==> src/rtl/adc_input_capture_ctrl.sv <==
// ADC input capture sequencer: arms on start, optionally waits for a trigger,
// then streams exactly dsize samples (ADC or test ramp) out over AXI4-Stream.
//
// state     | meaning
// ----------+-----------------------------------------------------------
// S_IDLE    | waiting for an accepted start (dsize != 0)
// S_ARM     | start latched; waiting for trigger (or straight through)
// S_CAPTURE | loading strobed samples into the output register
// S_DRAIN   | last beat loaded; waiting for its handshake
// S_DONE    | one cycle; sets the packet-complete flag
module adc_input_capture_ctrl #(
    parameter int DATA_W = 16,
    parameter int CNT_W  = 32
) (
    input  logic              ACLK,
    input  logic              ARESETN,
    input  logic              start,
    input  logic              abort,
    input  logic              cr_test,
    input  logic              trig_en,
    input  logic              trig,
    input  logic [CNT_W-1:0]  dsize,
    input  logic [DATA_W-1:0] adc_data,
    input  logic              adc_valid,
    output logic [DATA_W-1:0] M_AXIS_TDATA,
    output logic              M_AXIS_TVALID,
    output logic              M_AXIS_TLAST,
    input  logic              M_AXIS_TREADY,
    output logic              sr_pc,
    input  logic              sr_pc_clr,
    output logic              overflow,
    output logic              busy
);

    typedef enum logic [2:0] {
        S_IDLE    = 3'd0,
        S_ARM     = 3'd1,
        S_CAPTURE = 3'd2,
        S_DRAIN   = 3'd3,
        S_DONE    = 3'd4
    } state_t;

    state_t            state_q;
    logic [CNT_W-1:0]  remaining_q;
    logic [DATA_W-1:0] ramp_q;
    logic [DATA_W-1:0] tdata_q;
    logic              tvalid_q;
    logic              tlast_q;
    logic              pc_q;
    logic              ovf_q;
    logic              test_q;
    logic              trig_en_q;

    logic              out_free;
    logic              handshake;
    logic              last_load;
    logic [DATA_W-1:0] sample;

    // The output register can take a new sample when empty or emptying this cycle.
    assign out_free  = !tvalid_q || M_AXIS_TREADY;
    assign handshake = tvalid_q && M_AXIS_TREADY;
    assign last_load = (remaining_q == CNT_W'(1));
    assign sample    = test_q ? ramp_q : adc_data;

    always_ff @(posedge ACLK) begin
        if (!ARESETN) begin
            state_q     <= S_IDLE;
            remaining_q <= '0;
            ramp_q      <= '0;
            tdata_q     <= '0;
            tvalid_q    <= 1'b0;
            tlast_q     <= 1'b0;
            pc_q        <= 1'b0;
            ovf_q       <= 1'b0;
            test_q      <= 1'b0;
            trig_en_q   <= 1'b0;
        end else if (abort && (state_q != S_IDLE)) begin
            state_q  <= S_IDLE;
            tvalid_q <= 1'b0;
            tlast_q  <= 1'b0;
        end else begin
            case (state_q)
                S_IDLE: begin
                    if (start && !abort && (dsize != '0)) begin
                        remaining_q <= dsize;
                        test_q      <= cr_test;
                        trig_en_q   <= trig_en;
                        ramp_q      <= '0;
                        ovf_q       <= 1'b0;
                        state_q     <= S_ARM;
                    end
                end
                S_ARM: begin
                    if (!trig_en_q || trig) begin
                        state_q <= S_CAPTURE;
                    end
                end
                S_CAPTURE: begin
                    if (adc_valid) begin
                        if (test_q) begin
                            ramp_q <= ramp_q + DATA_W'(1);
                        end
                        if (out_free) begin
                            tdata_q     <= sample;
                            tvalid_q    <= 1'b1;
                            tlast_q     <= last_load;
                            remaining_q <= remaining_q - CNT_W'(1);
                            if (last_load) begin
                                state_q <= S_DRAIN;
                            end
                        end else begin
                            ovf_q <= 1'b1;
                        end
                    end else if (handshake) begin
                        tvalid_q <= 1'b0;
                        tlast_q  <= 1'b0;
                    end
                end
                S_DRAIN: begin
                    if (handshake && tlast_q) begin
                        tvalid_q <= 1'b0;
                        tlast_q  <= 1'b0;
                        state_q  <= S_DONE;
                    end
                end
                S_DONE: begin
                    state_q <= S_IDLE;
                end
                default: begin
                    state_q <= S_IDLE;
                end
            endcase

            // Completion takes priority over a simultaneous read-to-clear.
            if (state_q == S_DONE) begin
                pc_q <= 1'b1;
            end else if (sr_pc_clr) begin
                pc_q <= 1'b0;
            end
        end
    end

    assign M_AXIS_TDATA  = tdata_q;
    assign M_AXIS_TVALID = tvalid_q;
    assign M_AXIS_TLAST  = tlast_q;
    assign sr_pc         = pc_q;
    assign overflow      = ovf_q;
    assign busy          = (state_q != S_IDLE);

endmodule

==> config.mk <==
export PLATFORM = sky130hd
export DESIGN_NAME = adc_input_capture_ctrl
export DESIGN_NICKNAME = d
export VERILOG_FILES = /design/src/rtl/adc_input_capture_ctrl.sv
export SDC_FILE = /design/constraint.sdc
export NUM_CORES = 1
export LEC_CHECK = 0
export CORE_MARGIN = 2
export CORE_UTILIZATION = 53
export DETAILED_ROUTE_END_ITERATION = 8
export HOLD_SLACK_MARGIN = 0.15
export PLACE_DENSITY = 0.93
export SETUP_SLACK_MARGIN = 0.02
export SYNTH_ARGS = -nofsm -noshare
export SYNTH_HDL_FRONTEND = slang
export SYNTH_SLANG_ARGS = --single-unit
export TNS_END_PERCENT = 30
==> constraint.sdc <==
create_clock -name ACLK -period 2.1 [get_ports ACLK]
set_input_delay 0.315 -clock ACLK [delete_from_list [all_inputs] [get_ports ACLK]]
set_output_delay 0.315 -clock ACLK [all_outputs]
set_load 0.005 [all_outputs]
==> results_dict.tcl <==
set metrics [dict create \
    clock_latency_ns 0.37 \
    dp_hpwl_um 9410 \
    drt-initial-drc-count 593 \
    crit_arrival_ns 2.45 \
    yosys_warnings 0 \
    crit_top_cell "buf_4" \
    layout_commonest_cell "clkdlybuf4s50_1" \
    cap_violations 0 \
    nets 704 \
    setup_slack_ns -0.0625 \
    max-vdd-ir-drop_uv 397 \
    overflow 0 \
    die_h_um 92.5 \
    placed_cell_area_um2 5380 \
    maxSlewViolCount 0 \
    synth_edf_count 0 \
    via_per_inst 6.44 \
    antenna_left 0 \
    yosysSeqAreaShare_pct 35.2 \
    worstPathCellList "clkdlybuf4s50_1 > nor4_2 > nand4_1 > buf_4 > o211ai_1 > or2_4 > nand2_1 > buf_4 > nor2_1" \
    period_needed_ns 2.16 \
    drcViolationCount 1 \
    syn_area_um2 4150 \
    worst_pin_slew_ns 0.517 \
    powerDensity_nw_per_um2 635 \
    grt_pass1_wl_um 21900 \
    cts_made_buffers 9 \
    htreeDepth 3 \
    endpoint_kind "flip-flop" \
    syn_avg_cell_area_um2 7.98 \
    slowest_stage "clkdlybuf4s50_1" \
    die-area_um2 8550 \
    violations "design-rule violations, negative setup slack" \
    postLayoutCoreUtil_pct 75.1 \
    path_class "primary input to flip-flop" \
    core_area_um2 7650 \
    pre_cts_slack_ns -0.466 \
    port_buffers 78 \
    start_util_pct 54.2 \
    period_share_pct 103 \
    status "complete, but fails checks" \
    num-fill-cells 487 \
    finalHoldViolCount 0 \
    place_congestion 0.950 \
    avgRoutedWirePerCell_um 19.6 \
    crit_buf_inv 3 \
    fin_tns_setup_ns -0.179 \
    critPathMaxStageDelay_ns 0.46 \
    grt_usage_pct 32.1 \
    cts-root-buf "clkbuf_8" \
    post_synth_num_cell_types 65 \
    grt_pass1_vias 4530 \
    boundaryPins 79 \
    antenna_found_initial 0 \
    dr.pass1.iters 9 \
    rsz0062_at_grt "yes" \
    multi_input_area_um2 2580 \
    clock_skew_ns 0.0181 \
    synth-seq-cells 73 \
    route.vias.total 4830 \
    relSlewSlack_pct 65.4 \
    syn2layout_area_growth_pct 38.4 \
    netlist_instances 520 \
    clk_pin_slew_ns 0.09 \
    fp.dieW_um 92.5 \
    max_freq_mhz 462 \
    hp-class "flip-flop to flip-flop" \
    cts_tree "built" \
    cp-start-kind "primary input" \
    n_antenna_cell 0 \
    layout-drive-gt1-share_pct 18.2 \
    cp.required_ns 2.38 \
    setup_viol 7 \
    power_leakage_nw 2.11 \
    async_flop_share_pct 0 \
    synth_ff_type "dfxtp_1" \
    routed_wl_um 14700 \
    row_count 32 \
    synth_nets 581 \
    cts_max_path_buffers 2 \
    critPathMaxFanout 7 \
    clkSinkCount 73 \
    mostFrequentLayoutCells "clkdlybuf4s50_1, dfxtp_1, nor2_1" \
    path_delay_family "simple AND/OR/NAND/NOR gates" \
    regArea_um2 1460 \
    grt_max_degree 68 \
    fin_area_um2 5740 \
]
## stage by stage
step	power (mW)	instances	hold slack, ns
after floorplan	1.87	520	0.393
after global placement	2.18	729	0.465
after detailed placement	2.21	729	0.468
after CTS	3.57	747	0.479
after global routing	3.74	750	0.505
final	3.65	750	0.482
## what timing repair did
action / CTS / global route
pin swaps: 3 / 4
setup buffers: 2 / 3
hold buffers: 0 / 0
setup endpoints to repair: 45 / 42
resized for setup: 3 / 16
## state kept, by name (all words and copies together) (netlist names)
| signal | cells |
|---|---|
| ramp_q | 16 |
| M_AXIS_TVALID | 1 |
| M_AXIS_TLAST | 1 |
| M_AXIS_TDATA | 16 |
| overflow | 1 |
| sr_pc | 1 |
| trig_en_q | 1 |
| state_q | 3 |
| remaining_q | 32 |
| test_q | 1 |
## worst min-delay path, delay by kind of cell (launching register included)
kind | cells | cell delay (ns)
AO/OA/AOI/OAI | 2 | 0.12
flip-flops | 1 | 0.31
## final timing paths
path                                   endpoint       startpoint  cells past startpoint  slack (ns)
worst max-delay path                  ramp_q[6]        dsize[14]                      9       -0.06
worst max register to register  remaining_q[21]   remaining_q[0]                      5        0.04
worst min register to register  remaining_q[16]  remaining_q[16]                      2        0.48
worst min-delay path            remaining_q[16]  remaining_q[16]                      2        0.48
## layout make-up
| class | count | area share [%] |
|---|---|---|
| clock buffer | 10 | 2.22 |
| multi-input combinational | 409 | 44.9 |
| sequential | 73 | 25.5 |
| timing repair buffer | 144 | 22.8 |
| clock inverter | 6 | 2.00 |
| tap | 102 | 2.22 |
| inverter | 6 | 0.392 |
## power by group
group,internal [mW],switching (mW),total [mW]
registers,1.42,0.0542,1.48
logic,0.352,0.408,0.760
clock network,0.797,0.611,1.41
total,2.57,1.07,3.65
## synth_stat cells, types with 9 or more instances
master | instances | share of area (%)
nor2_1 | 67 | 6.1
buf_2 | 9 | 1.1
o21ai_0 | 25 | 3.0
nand2_1 | 62 | 5.6
mux2i_1 | 18 | 4.3
a31oi_1 | 12 | 1.8
nand3_1 | 16 | 1.9
dfxtp_1 | 73 | 35
nor3_1 | 17 | 2.1
nor4_1 | 17 | 2.6
a211oi_1 | 16 | 2.9
a21oi_1 | 38 | 4.6
clkbuf_1 | 15 | 1.4
xnor2_1 | 14 | 3.0
## logic make-up (layout without fill, tap and decap cells)
kind of cell / after synthesis / count (layout) / synth area share, %
adders and majority gates: 3 / 3 / 0.905
and+or+nand+nor: 228 / 228 / 28.6
DFF: 73 / 73 / 35.2
buffers and inverters: 38 / 166 / 4.37
xor gates and xnor gates: 15 / 15 / 3.17
muxes: 19 / 19 / 4.62
AOI/OAI and AO/OA: 144 / 144 / 23.1
## per-layer routing
layer  track usage [%]  vias to the layer above  routed length, µm
met1              39.6                     2183               5620
met2              53.7                      383               6840
met4              14.3                        0                760
li1                  -                     2169                  -
met3              6.75                       95               1470
met5                 0                        -                  0
Note: power is estimated with default switching activity, not from simulation.
